File: src/rtl/pc_fetch_unit.sv
// -----------------------------------------------------------------------------
// pc_fetch_unit
//
// Program-counter and instruction-fetch sequencer. It walks a three-state
// loop (IDLE -> FETCH -> EXEC) and reads one instruction word per pass from
// a program memory. During EXEC it presents the captured word to a decoder.
// At the end of EXEC it advances the PC, or loads it with an absolute or
// PC-relative target that the decoder supplies.
//
// Memory handshake: prog_req is a level request. It stays high, with
// prog_addr held at pc, for every cycle the unit is in FETCH. The memory
// answers with a single-cycle prog_ack and presents prog_data in that same
// cycle. A request completes on a rising edge where prog_req and prog_ack
// are both high. An ack in any other cycle is ignored.
//
// Ports:
//   clk          in   system clock, rising-edge active
//   reset        in   synchronous, active-high; forces IDLE, pc=0, instruction=0
//   run          in   fetch enable; sampled in IDLE and at the end of EXEC
//   prog_addr    out  [PC_WIDTH] program memory address (always equal to pc)
//   prog_req     out  program memory read request (high in FETCH)
//   prog_ack     in   read acknowledge; prog_data valid in the same cycle
//   prog_data    in   [PROGRAM_DataWidth] program memory read data
//   instruction  out  [PROGRAM_DataWidth] registered instruction word
//   instr_valid  out  high during the single EXEC cycle
//   cnt_wr_en    in   decoder: load pc instead of incrementing
//   add_offset   in   decoder: the load is pc-relative (pc + signed offset)
//   literal_adr  in   [PC_WIDTH] absolute target or two's-complement offset
//   pc           out  [PC_WIDTH] current program counter
//   fsm_state    out  [2] raw FSM state (0 IDLE, 1 FETCH, 2 EXEC) for debug
// -----------------------------------------------------------------------------
module pc_fetch_unit #(
   parameter int PC_WIDTH          = 8,
   parameter int PROGRAM_DataWidth = 16
) (
   input  logic                         clk,
   input  logic                         reset,
   input  logic                         run,
   output logic [PC_WIDTH-1:0]          prog_addr,
   output logic                         prog_req,
   input  logic                         prog_ack,
   input  logic [PROGRAM_DataWidth-1:0] prog_data,
   output logic [PROGRAM_DataWidth-1:0] instruction,
   output logic                         instr_valid,
   input  logic                         cnt_wr_en,
   input  logic                         add_offset,
   input  logic [PC_WIDTH-1:0]          literal_adr,
   output logic [PC_WIDTH-1:0]          pc,
   output logic [1:0]                   fsm_state
);

   typedef enum logic [1:0] {
      IDLE  = 2'd0,
      FETCH = 2'd1,
      EXEC  = 2'd2
   } state_t;

   localparam logic [PC_WIDTH-1:0] PC_ONE = PC_WIDTH'(1);

   state_t                         state_q, state_d;
   logic [PC_WIDTH-1:0]            pc_q, pc_d;
   logic [PROGRAM_DataWidth-1:0]   instr_q, instr_d;
   logic [PC_WIDTH-1:0]            next_pc;

   // Relative loads use the branch instruction's own address (pc_q is not
   // advanced until the end of EXEC). Plain modular addition gives both the
   // signed-offset behaviour and the wrap from all-ones back to zero.
   always_comb begin
      next_pc = pc_q + PC_ONE;
      if (cnt_wr_en) begin
         if (add_offset) next_pc = pc_q + literal_adr;
         else            next_pc = literal_adr;
      end
   end

   always_ff @(posedge clk) begin
      if (reset) begin
         state_q <= IDLE;
         pc_q    <= '0;
         instr_q <= '0;
      end else begin
         state_q <= state_d;
         pc_q    <= pc_d;
         instr_q <= instr_d;
      end
   end

   // pc and instruction change in only one state each. This keeps acks
   // outside FETCH and decoder inputs outside EXEC from having any effect.
   always_comb begin
      state_d = state_q;
      pc_d    = pc_q;
      instr_d = instr_q;
      case (state_q)
         IDLE: begin
            if (run) state_d = FETCH;
         end
         FETCH: begin
            // run is deliberately not looked at here: a started fetch always completes.
            if (prog_ack) begin
               instr_d = prog_data;
               state_d = EXEC;
            end
         end
         EXEC: begin
            pc_d    = next_pc;
            state_d = run ? FETCH : IDLE;
         end
         default: begin
            state_d = IDLE;
         end
      endcase
   end

   // All outputs are decoded from registered state only.
   assign prog_req    = (state_q == FETCH);
   assign instr_valid = (state_q == EXEC);
   assign prog_addr   = pc_q;
   assign pc          = pc_q;
   assign instruction = instr_q;
   assign fsm_state   = state_q;

endmodule
File: config.mk
export PLATFORM = sky130hd
export DESIGN_NAME = pc_fetch_unit
export DESIGN_NICKNAME = d
export VERILOG_FILES = /design/src/rtl/pc_fetch_unit.sv
export SDC_FILE = /design/constraint.sdc
export NUM_CORES = 1
export LEC_CHECK = 0
export ABC_AREA = 1
export CAP_MARGIN = 25
export CORE_MARGIN = 2
export CORE_UTILIZATION = 47
export DETAILED_ROUTE_END_ITERATION = 8
export PLACE_DENSITY_LB_ADDON = 0.08
export SLEW_MARGIN = 30
export SYNTH_ARGS = -nofsm -noshare
export SYNTH_HDL_FRONTEND = slang
export SYNTH_SLANG_ARGS = --single-unit
File: constraint.sdc
create_clock -name clk -period 3.25 [get_ports clk]
set_input_delay 0.325 -clock clk [delete_from_list [all_inputs] [get_ports clk]]
set_output_delay 0.325 -clock clk [all_outputs]
set_load 0.03 [all_outputs]
==> flow_summary.toml <==
[outcome]
result_of_the_run = "completed"

[logic_synthesis]
synth_adder_area_share_pct = 7.22
synth_edf_count = 0
async_flop_share_pct = 0
yosys.cell_types.count = 31
simple_gate_share_of_the_synthesized_area_pct = 31.7
synth-compound-area-share_pct = 16.4
largest_family_of_logic_cells_by_synthesized_area = "simple AND/OR/NAND/NOR gates"
synth.ff_latch_count = 26
yosysSeqAreaShare_pct = 31.3
yosysWarningCount = 0
area_of_the_mapped_netlist_um2 = 1660
post_synth.cell_area_avg_um2 = 6.87
synthCells = 242
mappedNetlistNets = 281
dominantRegCellSynth = "dfxtp_1"
synth.mux.area_fraction_pct = 0
post_synth_xor_area_fraction_pct = 0.527

[cts]
root_buffer = "clkbuf_4"
cts.repair_timing.setup_buffer_count = 0
clk_latency_ns = 0.32
cts_tree = "done"
numCtsBuffers = 3
ctsHoldBuffers = 0
htree_num_levels = 1
ctsLongestPathBuffers = 2
numClockSinks = 26
cts-resized-gates = 0
clk_pin_slew_ns = 0.14

[sta]
setup_slack_ns = 1.05
tightestPinTransition_ns = 0.767
final_worst_path_period_share_pct = 67.7
max-slew-margin-rel_pct = 48.7
post_route_clock_skew_ns = 0.00256
final-hold-violation-count = 0
timing.final.setup_violations = 0
period_needed_ns = 2.20
rsz0062_at_grt = "false"
report.final.slew_viol_count = 0
final.setup.tns_ns = 0
max_clock_freq_mhz = 455

[final_layout]
area.growth.synth_to_final_pct = 37.5
instances_no_fill = 340
number_of_nets_at_the_end_of_the_flow = 334
commonest_non_fill_non_tap_cells_in_the_layout = "65 x clkdlybuf4s50_1, 53 x nand2_1, 30 x nand3_1"
final_layout_size_suffix_gt1_share_pct = 6.80
layout.filler_cells = 345
ant_cells = 0
layout_commonest_cell = "clkdlybuf4s50_1"
utilization_pct = 68.0

[grt]
grt_pass1_vias = 1523
grt_antenna_before_repair = 0
grt_first_pass_wirelength_mm = 6.73
globalRouteTotalUtil_pct = 20.1
grt.overflow.total = 0
grt_start_max_net_pins = 22

[placed_design]
globalplace.congestion = 0.837
placement.setup.worst_slack_ns = 1.08
dpl.hpwl_mm = 2.94
placed_cells_incl_taps = 336
io_buffer_count = 65

[floorplan]
die_area_um2 = 4030
rows = 21
die_width_um = 63.5
top_level_ports = 66
core_area_um2 = 3360
floorplan.initialDensity_pct = 49.4
die_y_um = 63.5

[route]
postRouteAntennaNets = 0
viasPerCell = 4.90
first_pass_iters = 4
via_count = 1665
routed_wirelength_mm = 3.87
drc = 0
initialDrtViolationCount = 83
post_drt_wl_per_cell_um = 11.4

[worst_hold_path]
worst_hold_path_type = "flip-flop to flip-flop"
min_path_cells = 2

[setup_path]
crit_path_required_time_ns = 2.92
reg2reg_slack_ns = 1.41
r2r.worst_path.cells = 11
worst-endpoint-arrival_ns = 1.87
end_kind = "primary output"
critPathMaxFanout = 19
critPathLaunchType = "flip-flop"
path_class = "flip-flop to primary output"

[run]
timing.max_cap.violations = 0

[power]
report.power.total_mw = 0.696
power_leakage_nw = 0.949
worst_ir_drop_vdd_mv = 0.254
powerDensity_nw_per_um2 = 304
## flip-flops by register name, summed over array words and instances, names as in the netlist
name / count
fsm_state: 2
instruction: 16
pc: 8
## routing by layer
metal | GRT usage, % | wire length, µm | up-vias
li1 | - | - | 889
met1 | 25.1 | 1710 | 724
met2 | 35.1 | 1890 | 48
met3 | 3.93 | 236 | 4
met4 | 5.71 | 34 | 0
met5 | 0 | 0 | -
## power breakdown
| part | total, mW | leakage (nW) | internal (mW) | switching (mW) |
|---|---|---|---|---|
| sequential | 0.341 | 0.211 | 0.330 | 0.0107 |
| clock | 0.166 | 0.0210 | 0.0685 | 0.0974 |
| combinational | 0.189 | 0.717 | 0.0876 | 0.102 |
## Yosys cell counts, types with 2 or more instances
library cell | count | area (µm²)
buf_2 | 3 | 15.0
o21bai_1 | 2 | 15.0
buf_4 | 10 | 75.1
nand3_1 | 30 | 150
clkbuf_1 | 2 | 7.51
dfxtp_1 | 26 | 521
nand2_2 | 3 | 18.8
inv_1 | 20 | 75.1
a21oi_2 | 3 | 26.3
inv_2 | 5 | 18.8
ha_1 | 8 | 100
nand4_1 | 2 | 12.5
nand2_1 | 53 | 199
buf_6 | 2 | 22.5
nand3b_1 | 3 | 22.5
a21oi_1 | 27 | 135
nor2_1 | 20 | 75.1
o21ai_0 | 10 | 50.1
## layout make-up
class                           count  area, µm²  share of cell area (%)
Inverter                           25       93.8                    4.10
Tap cell                           46       57.6                    2.52
Clock buffer                        4       36.3                    1.59
Sequential cell                    26        520                    22.8
Multi-Input combinational cell    174        928                    40.6
Timing Repair Buffer               65        651                    28.4
## path summary, 6_finish.rpt
check,start,to
setup / recovery,fsm_state[0],prog_req
hold / removal,instruction[11],instruction[11]
setup reg to reg,pc[0],pc[4]
hold reg to reg,instruction[11],instruction[11]
## cell families after synthesis
group | after synthesis
buf+inv | 42
xor+xnor | 1
flops | 26
simple gates | 117
compound gates | 47
fa+ha+maj | 9
## critical path: stages (launching register included)
cell             delay [ns]
dfxtp_1                0.37
inv_2                  0.06
nor2_4                 0.35
clkdlybuf4s50_1        0.76
## metrics by stage
step | area (µm²) | hold slack (ns)
after global routing | 2290 | 0.499
after global placement | 2250 | 0.448
after floorplan | 1660 | 0.474
after CTS | 2290 | 0.474
after detailed placement | 2250 | 0.454
final | 2290 | 0.471
No activity file was read; power rests on OpenSTA's default activity.
